$ cat src/rtl/pc_gen_if.sv
`default_nettype none
//==============================================================================
// Module      : pc_gen_if
// Description : Execute-stage resolution bus between the execute stage and the
//               program-counter unit. The execute stage (master) presents the
//               instruction being resolved together with its ALU compare flags
//               and the prediction it was fetched under. The PC unit (slave)
//               answers combinationally with a redirect request and target.
// Signals     : ex_valid, ex_inst, ex_pc, ex_imm, ex_alu_out,
//               ex_zero, ex_slt, ex_sltu, ex_pred_taken   (master -> slave)
//               redirect, redirect_target                 (slave -> master)
// Revision    : 1.0 - initial release
//==============================================================================
interface pc_gen_if #(
    parameter int XLEN = 32
);
    logic            ex_valid;
    logic [31:0]     ex_inst;
    logic [XLEN-1:0] ex_pc;
    logic [XLEN-1:0] ex_imm;
    logic [XLEN-1:0] ex_alu_out;
    logic            ex_zero;
    logic            ex_slt;
    logic            ex_sltu;
    logic            ex_pred_taken;
    logic            redirect;
    logic [XLEN-1:0] redirect_target;

    modport master (
        output ex_valid, ex_inst, ex_pc, ex_imm, ex_alu_out,
               ex_zero, ex_slt, ex_sltu, ex_pred_taken,
        input  redirect, redirect_target
    );

    modport slave (
        input  ex_valid, ex_inst, ex_pc, ex_imm, ex_alu_out,
               ex_zero, ex_slt, ex_sltu, ex_pred_taken,
        output redirect, redirect_target
    );
endinterface
`default_nettype wire

$ cat src/rtl/pc_gen.sv
`default_nettype none
//==============================================================================
// Module      : pc_gen
// Description : Sequential program-counter unit. Holds the fetch PC and steps
//               it by 4, resolves RV32 branch/jal/jalr arriving from execute
//               and redirects fetch, predicts taken/not-taken for the current
//               fetch PC with a 2-bit-counter branch history table, traps on
//               misaligned redirect targets and keeps saturating branch and
//               mispredict counters.
// Ports       : clk, rst_n        clock / asynchronous active-low reset
//               stall             hold the fetch PC (redirects still apply)
//               ex                execute resolution bus (slave side)
//               pc, pred_taken    fetch PC and its BHT prediction
//               trap              one-cycle pulse after a misaligned redirect
//               branch_cnt        resolved conditional branches (saturating)
//               mispred_cnt       mispredicted conditional branches (saturating)
// Revision    : 1.0 - initial release
//==============================================================================
module pc_gen #(
    parameter int              XLEN         = 32,
    parameter logic [XLEN-1:0] RESET_VECTOR = 32'h0000_0000,
    parameter logic [XLEN-1:0] TRAP_VECTOR  = 32'h0000_0100,
    parameter int              BHT_DEPTH    = 16,
    parameter int              CNT_W        = 16
) (
    input  logic             clk,
    input  logic             rst_n,
    input  logic             stall,
    pc_gen_if.slave          ex,
    output logic [XLEN-1:0]  pc,
    output logic             pred_taken,
    output logic             trap,
    output logic [CNT_W-1:0] branch_cnt,
    output logic [CNT_W-1:0] mispred_cnt
);

    localparam int         c_idx_w     = $clog2(BHT_DEPTH);
    localparam logic [6:0] c_op_branch = 7'b1100011;
    localparam logic [6:0] c_op_jal    = 7'b1101111;
    localparam logic [6:0] c_op_jalr   = 7'b1100111;

    // State
    logic [XLEN-1:0]  r_pc;
    logic             r_trap;
    logic [CNT_W-1:0] r_branch_cnt;
    logic [CNT_W-1:0] r_mispred_cnt;
    logic [1:0]       r_bht [BHT_DEPTH];

    // Resolution
    logic [6:0]       w_opcode;
    logic [2:0]       w_funct3;
    logic [XLEN-1:0]  w_br_target;
    logic [XLEN-1:0]  w_seq_pc;
    logic [XLEN-1:0]  w_jalr_target;
    logic             w_is_branch;
    logic             w_br_taken;
    logic             w_need_redirect;
    logic [XLEN-1:0]  w_raw_target;
    logic             w_misaligned;
    logic             w_count;
    logic             w_mispred;
    logic [c_idx_w-1:0] w_fetch_idx;
    logic [c_idx_w-1:0] w_ex_idx;
    logic             w_unused;

    assign w_opcode      = ex.ex_inst[6:0];
    assign w_funct3      = ex.ex_inst[14:12];
    assign w_br_target   = ex.ex_pc + ex.ex_imm;
    assign w_seq_pc      = ex.ex_pc + XLEN'(4);
    assign w_jalr_target = {ex.ex_alu_out[XLEN-1:1], 1'b0};

    // Instruction bits outside opcode/funct3 and alu_out[0] are don't-care here.
    assign w_unused = &{1'b0, ex.ex_inst[31:15], ex.ex_inst[11:7], ex.ex_alu_out[0]};

    always_comb begin
        w_is_branch     = 1'b0;
        w_br_taken      = 1'b0;
        w_need_redirect = 1'b0;
        w_raw_target    = w_seq_pc;
        if (ex.ex_valid) begin
            case (w_opcode)
                c_op_branch: begin
                    w_is_branch = 1'b1;
                    case (w_funct3)
                        3'b000:  w_br_taken = ex.ex_zero;
                        3'b001:  w_br_taken = ~ex.ex_zero;
                        3'b100:  w_br_taken = ex.ex_slt;
                        3'b101:  w_br_taken = ~ex.ex_slt;
                        3'b110:  w_br_taken = ex.ex_sltu;
                        3'b111:  w_br_taken = ~ex.ex_sltu;
                        // 010/011 are not branches: ignored entirely
                        default: w_is_branch = 1'b0;
                    endcase
                    // Only a wrong prediction needs fetch corrected; the
                    // correct path is the target if taken, fall-through if not.
                    if (w_is_branch && (w_br_taken != ex.ex_pred_taken)) begin
                        w_need_redirect = 1'b1;
                        w_raw_target    = w_br_taken ? w_br_target : w_seq_pc;
                    end
                end
                c_op_jal: begin
                    w_need_redirect = 1'b1;
                    w_raw_target    = w_br_target;
                end
                c_op_jalr: begin
                    w_need_redirect = 1'b1;
                    w_raw_target    = w_jalr_target;
                end
                default: ;
            endcase
        end
    end

    assign w_misaligned = w_need_redirect & (|w_raw_target[1:0]);
    // A trapping branch leaves the predictor and statistics untouched.
    assign w_count      = w_is_branch & ~w_misaligned;
    assign w_mispred    = w_count & w_need_redirect;

    assign ex.redirect        = w_need_redirect;
    assign ex.redirect_target = w_misaligned ? TRAP_VECTOR : w_raw_target;

    assign w_fetch_idx = r_pc[c_idx_w+1:2];
    assign w_ex_idx    = ex.ex_pc[c_idx_w+1:2];

    // PC, trap pulse and counters
    always_ff @(posedge clk or negedge rst_n) begin
        if (!rst_n) begin
            r_pc          <= RESET_VECTOR;
            r_trap        <= 1'b0;
            r_branch_cnt  <= '0;
            r_mispred_cnt <= '0;
        end else begin
            r_trap <= w_misaligned;
            if (w_need_redirect) begin
                r_pc <= ex.redirect_target;
            end else if (!stall) begin
                r_pc <= r_pc + XLEN'(4);
            end
            if (w_count && (r_branch_cnt != '1)) begin
                r_branch_cnt <= r_branch_cnt + CNT_W'(1);
            end
            if (w_mispred && (r_mispred_cnt != '1)) begin
                r_mispred_cnt <= r_mispred_cnt + CNT_W'(1);
            end
        end
    end

    // Branch history table: 2-bit saturating counters, MSB is the prediction.
    // Written at the edge, so a same-cycle read at the same index sees the
    // old value.
    always_ff @(posedge clk or negedge rst_n) begin
        if (!rst_n) begin
            for (int i = 0; i < BHT_DEPTH; i++) begin
                r_bht[i] <= 2'b01;
            end
        end else if (w_count) begin
            if (w_br_taken) begin
                if (r_bht[w_ex_idx] != 2'b11) begin
                    r_bht[w_ex_idx] <= r_bht[w_ex_idx] + 2'd1;
                end
            end else begin
                if (r_bht[w_ex_idx] != 2'b00) begin
                    r_bht[w_ex_idx] <= r_bht[w_ex_idx] - 2'd1;
                end
            end
        end
    end

    assign pc          = r_pc;
    assign pred_taken  = r_bht[w_fetch_idx][1];
    assign trap        = r_trap;
    assign branch_cnt  = r_branch_cnt;
    assign mispred_cnt = r_mispred_cnt;

endmodule
`default_nettype wire

$ cat src/flat_wrapper.sv
// flat-port wrapper written by rule: the top's interface ports become plain ports
module pc_gen_flat 
#(
    parameter int              XLEN         = 32,
    parameter logic [XLEN-1:0] RESET_VECTOR = 32'h0000_0000,
    parameter logic [XLEN-1:0] TRAP_VECTOR  = 32'h0000_0100,
    parameter int              BHT_DEPTH    = 16,
    parameter int              CNT_W        = 16
)
  (clk, rst_n, stall, pc, pred_taken, trap, branch_cnt, mispred_cnt, ex_ex_valid, ex_ex_inst, ex_ex_pc, ex_ex_imm, ex_ex_alu_out, ex_ex_zero, ex_ex_slt, ex_ex_sltu, ex_ex_pred_taken, ex_redirect, ex_redirect_target);
  pc_gen_if #(.XLEN(XLEN)) ex_i ();
  input  logic clk;
  input  logic rst_n;
  input  logic stall;
  output logic [XLEN-1:0] pc;
  output logic pred_taken;
  output logic trap;
  output logic [CNT_W-1:0] branch_cnt;
  output logic [CNT_W-1:0] mispred_cnt;
  input wire logic [$bits(ex_i.ex_valid)-1:0] ex_ex_valid;
  input wire logic [$bits(ex_i.ex_inst)-1:0] ex_ex_inst;
  input wire logic [$bits(ex_i.ex_pc)-1:0] ex_ex_pc;
  input wire logic [$bits(ex_i.ex_imm)-1:0] ex_ex_imm;
  input wire logic [$bits(ex_i.ex_alu_out)-1:0] ex_ex_alu_out;
  input wire logic [$bits(ex_i.ex_zero)-1:0] ex_ex_zero;
  input wire logic [$bits(ex_i.ex_slt)-1:0] ex_ex_slt;
  input wire logic [$bits(ex_i.ex_sltu)-1:0] ex_ex_sltu;
  input wire logic [$bits(ex_i.ex_pred_taken)-1:0] ex_ex_pred_taken;
  output wire logic [$bits(ex_i.redirect)-1:0] ex_redirect;
  output wire logic [$bits(ex_i.redirect_target)-1:0] ex_redirect_target;
  assign ex_i.ex_valid = ex_ex_valid;
  assign ex_i.ex_inst = ex_ex_inst;
  assign ex_i.ex_pc = ex_ex_pc;
  assign ex_i.ex_imm = ex_ex_imm;
  assign ex_i.ex_alu_out = ex_ex_alu_out;
  assign ex_i.ex_zero = ex_ex_zero;
  assign ex_i.ex_slt = ex_ex_slt;
  assign ex_i.ex_sltu = ex_ex_sltu;
  assign ex_i.ex_pred_taken = ex_ex_pred_taken;
  assign ex_redirect = ex_i.redirect;
  assign ex_redirect_target = ex_i.redirect_target;
  pc_gen #(.XLEN(XLEN), .RESET_VECTOR(RESET_VECTOR), .TRAP_VECTOR(TRAP_VECTOR), .BHT_DEPTH(BHT_DEPTH), .CNT_W(CNT_W)) u_core (.clk(clk), .rst_n(rst_n), .stall(stall), .ex(ex_i), .pc(pc), .pred_taken(pred_taken), .trap(trap), .branch_cnt(branch_cnt), .mispred_cnt(mispred_cnt));
endmodule
$ cat config.mk
export PLATFORM = sky130hd
export DESIGN_NAME = pc_gen_flat
export DESIGN_NICKNAME = d
export VERILOG_FILES = /design/src/rtl/pc_gen_if.sv /design/src/rtl/pc_gen.sv /design/src/flat_wrapper.sv
export SDC_FILE = /design/constraint.sdc
export NUM_CORES = 1
export LEC_CHECK = 0
export BUFFER_PORTS_ARGS = -buffer_cell sky130_fd_sc_hd__buf_2
export CORE_UTILIZATION = 40
export DETAILED_ROUTE_END_ITERATION = 8
export HOLD_SLACK_MARGIN = 0.15
export MAX_ROUTING_LAYER = met4
export SYNTH_ARGS = -nofsm -noshare
export SYNTH_HDL_FRONTEND = slang
export SYNTH_SLANG_ARGS = --single-unit
$ cat constraint.sdc
create_clock -name clk -period 3.7 [get_ports clk]
set_input_delay 0.185 -clock clk [delete_from_list [all_inputs] [get_ports clk]]
set_output_delay 0.185 -clock clk [all_outputs]
set_load 0.01 [all_outputs]
==> flow_metrics.tcl <==
set metrics [dict create \
    rr_worst_depth 7 \
    coreArea_mm2 0.02030 \
    worstSetupStartpoint "ex_ex_pc[0]" \
    htreeDepth 3 \
    die_h_um 146.2 \
    syn_to_final_growth_pct 22.15 \
    hpwl_um 22280 \
    routed_wl_um 28410 \
    drive_above_1_share_pct 27.97 \
    fp.dieArea_mm2 0.02138 \
    ctsResizeCount 0 \
    dr.pass1.iters 6 \
    skew_ns 0.008510 \
    fin_crit_sh_pct 94.53 \
    start_util_pct 40.99 \
    end_kind "output port" \
    crit_path_start_kind "input pin" \
    fin_area_mm2 0.01016 \
    setup_viol 0 \
    hold_class "in2reg" \
    antenna_cells 0 \
    vdd_ir_drop_max_uv 264.2 \
    wl_per_cell_um 19.59 \
    synth-seq-cells 97 \
    rrSetupSlack_ns 0.67 \
    cts_made_buffers 9 \
    grt_pass1_vias 7960 \
    syn_area_mm2 0.008322 \
    fin_tns_setup_ns 0 \
    num_vias 8333 \
    async_reset_ff_share_pct 100.0 \
    num_io_pins 235 \
    cts_tree "done" \
    max_slew_margin_pct 30.76 \
    cts_setup_buffers 0 \
    power_density_mw_per_mm2 314.9 \
    clk_latency_ns 0.34 \
    cts.reportedPaths.clkPinSlew_ns 0.07 \
    fin_nets 1352 \
    yosysSeqAreaShare_pct 29.41 \
    grt_max_degree 82 \
    r2r_start "u_core.r_bht[9]" \
    ant_nets 0 \
    ctsHoldBuffers 1 \
    drt_iter0_markers 581 \
    die_x_um 146.2 \
    yosysWarnings 0 \
    rsz0062_at_grt "no" \
    power_mw 3.201 \
    cp-endpoint "ex_redirect_target[24]" \
    layout_min_cycle_time_ns 3.497 \
    fill_cells 2044 \
    yosysUniqueCellTypes 81 \
    path_class "in2out" \
    cap_violations 0 \
    power_leakage_nw 4.820 \
    tightest_slew_ns 1.039 \
    max_freq_mhz 285.9 \
    placed_area_mm2 0.009847 \
    fin_ws_ns 0.2025 \
    antenna_found_initial 0 \
    gr-total-overflow 0 \
    viasPerCell 5.747 \
    synth_edf_count 0 \
    cp.required_ns 3.51 \
    maxSlewViolCount 0 \
    port_buffers 211 \
    syn_nets 1128 \
    post-place-ws_ns 0.2817 \
    cts_sinks 97 \
    r2r-end "u_core.r_bht[17]" \
    cts-root-buf "clkbuf_16" \
    grt_pass1_wl_um 44650 \
    cp_max_fo 5 \
    avgSynthCellArea_um2 8.751 \
    clock_path_buffers 2 \
    rows 52 \
    arrival_ns 3.31 \
    grt_usage_pct 27.54 \
    synth_cells 951 \
    route.detailed.drc 0 \
    gp_congestion 0.9280 \
    status "completed" \
    hold_violations 0 \
    synth_top_flop_cell "dfrtp_1" \
]
## worst min-delay path by stage
stage                                 start              endpoint  slack, ns  cells past startpoint
after floorplan                       rst_n  u_core.branch_cnt[0]      -0.11                      0
after global placement                rst_n      u_core.r_bht[19]       0.44                      1
after detailed placement              rst_n      u_core.r_bht[21]       0.44                      1
after CTS                 ex_ex_alu_out[30]         u_core.pc[30]       0.21                      3
after global routing      ex_ex_alu_out[30]         u_core.pc[30]       0.22                      3
final                     ex_ex_alu_out[30]         u_core.pc[30]       0.22                      3
## synth_stat cells (14+ instances only)
library cell  number  area share, %
nor2_1            72            3.2
mux2_2            17            2.3
dfrtp_1           81             24
xor2_1            54            5.7
clkbuf_1          26            1.2
nand2_1          102            4.6
ha_1              40            6.0
mux4_2            14            3.8
nand3_1           52            3.1
a21oi_1           57            3.4
nor3_1            23            1.4
dfstp_2           16            5.1
and3_1            29            2.2
inv_1             26            1.2
nand4_1           20            1.5
o22ai_1           14            1.1
xnor2_1           59            6.2
o21ai_0           41            2.5
mux2_1            23            3.1
## cell type report
class / count / area (µm²) / share of cell area (%)
clock buffer: 12 / 256.5 / 2.523
clock inverter: 4 / 51.30 / 0.5047
multi-input combinational: 789 / 5612 / 55.21
inverter: 28 / 106.4 / 1.046
sequential: 97 / 2447 / 24.08
timing repair buffer: 250 / 1354 / 13.32
tap: 270 / 337.8 / 3.324
## metrics by stage
step                hold slack [ns]  instances  utilization, %
floorplan                   -0.1106        951               -
global placement             0.4418       1433           48.51
detailed placement           0.4380       1433           48.51
CTS                          0.2095       1450           50.07
global route                 0.2151       1450           50.07
finish                       0.2243       1450           50.07
## routing by layer
metal | vias to the layer above | GRT usage (%) | part of all wire, %
met5 | - | - | 0
met4 | 0 | 9.375 | 3.0
met3 | 44 | 4.031 | 6.4
met2 | 313 | 43.62 | 47
met1 | 4006 | 35.92 | 44
li1 | 3970 | - | -
## cell usage in the layout, fill, tap and decap left out, types with 39 or more instances in the layout
cell type	n
xnor2_1	59
nor2_1	72
a21oi_1	57
buf_2	210
ha_1	40
buf_4	39
nand3_1	52
o21ai_0	41
dfrtp_1	81
nand2_1	102
xor2_1	54
## logic make-up after synthesis
kind of cell	synth area share (%)
mux	9.562
simple gates	20.82
compound gates	18.90
buf+inv	3.157
xor+xnor	11.89
fa+ha+maj	6.255
flops	29.41
## worst max-delay path: stages
cell and delay [ns]:
buf_2 0.15, ha_1 0.26, inv_1 0.07, fa_1 0.39
nand2b_1 0.19, a21o_1 0.20, a21o_1 0.20, o31ai_1 0.42
buf_4 0.24, o211ai_1 0.12, a21oi_1 0.33, xnor2_1 0.10
o21ai_0 0.28, buf_2 0.19
## where the power goes
part	switching (mW)	total, mW	leakage [nW]	internal (mW)
Combinational	0.543	0.959	3.41	0.417
Sequential	0.138	1.28	1.26	1.14
Clock	0.401	0.963	0.149	0.562
Total	1.08	3.20	4.82	2.12
(Power assumes the default switching activity.)
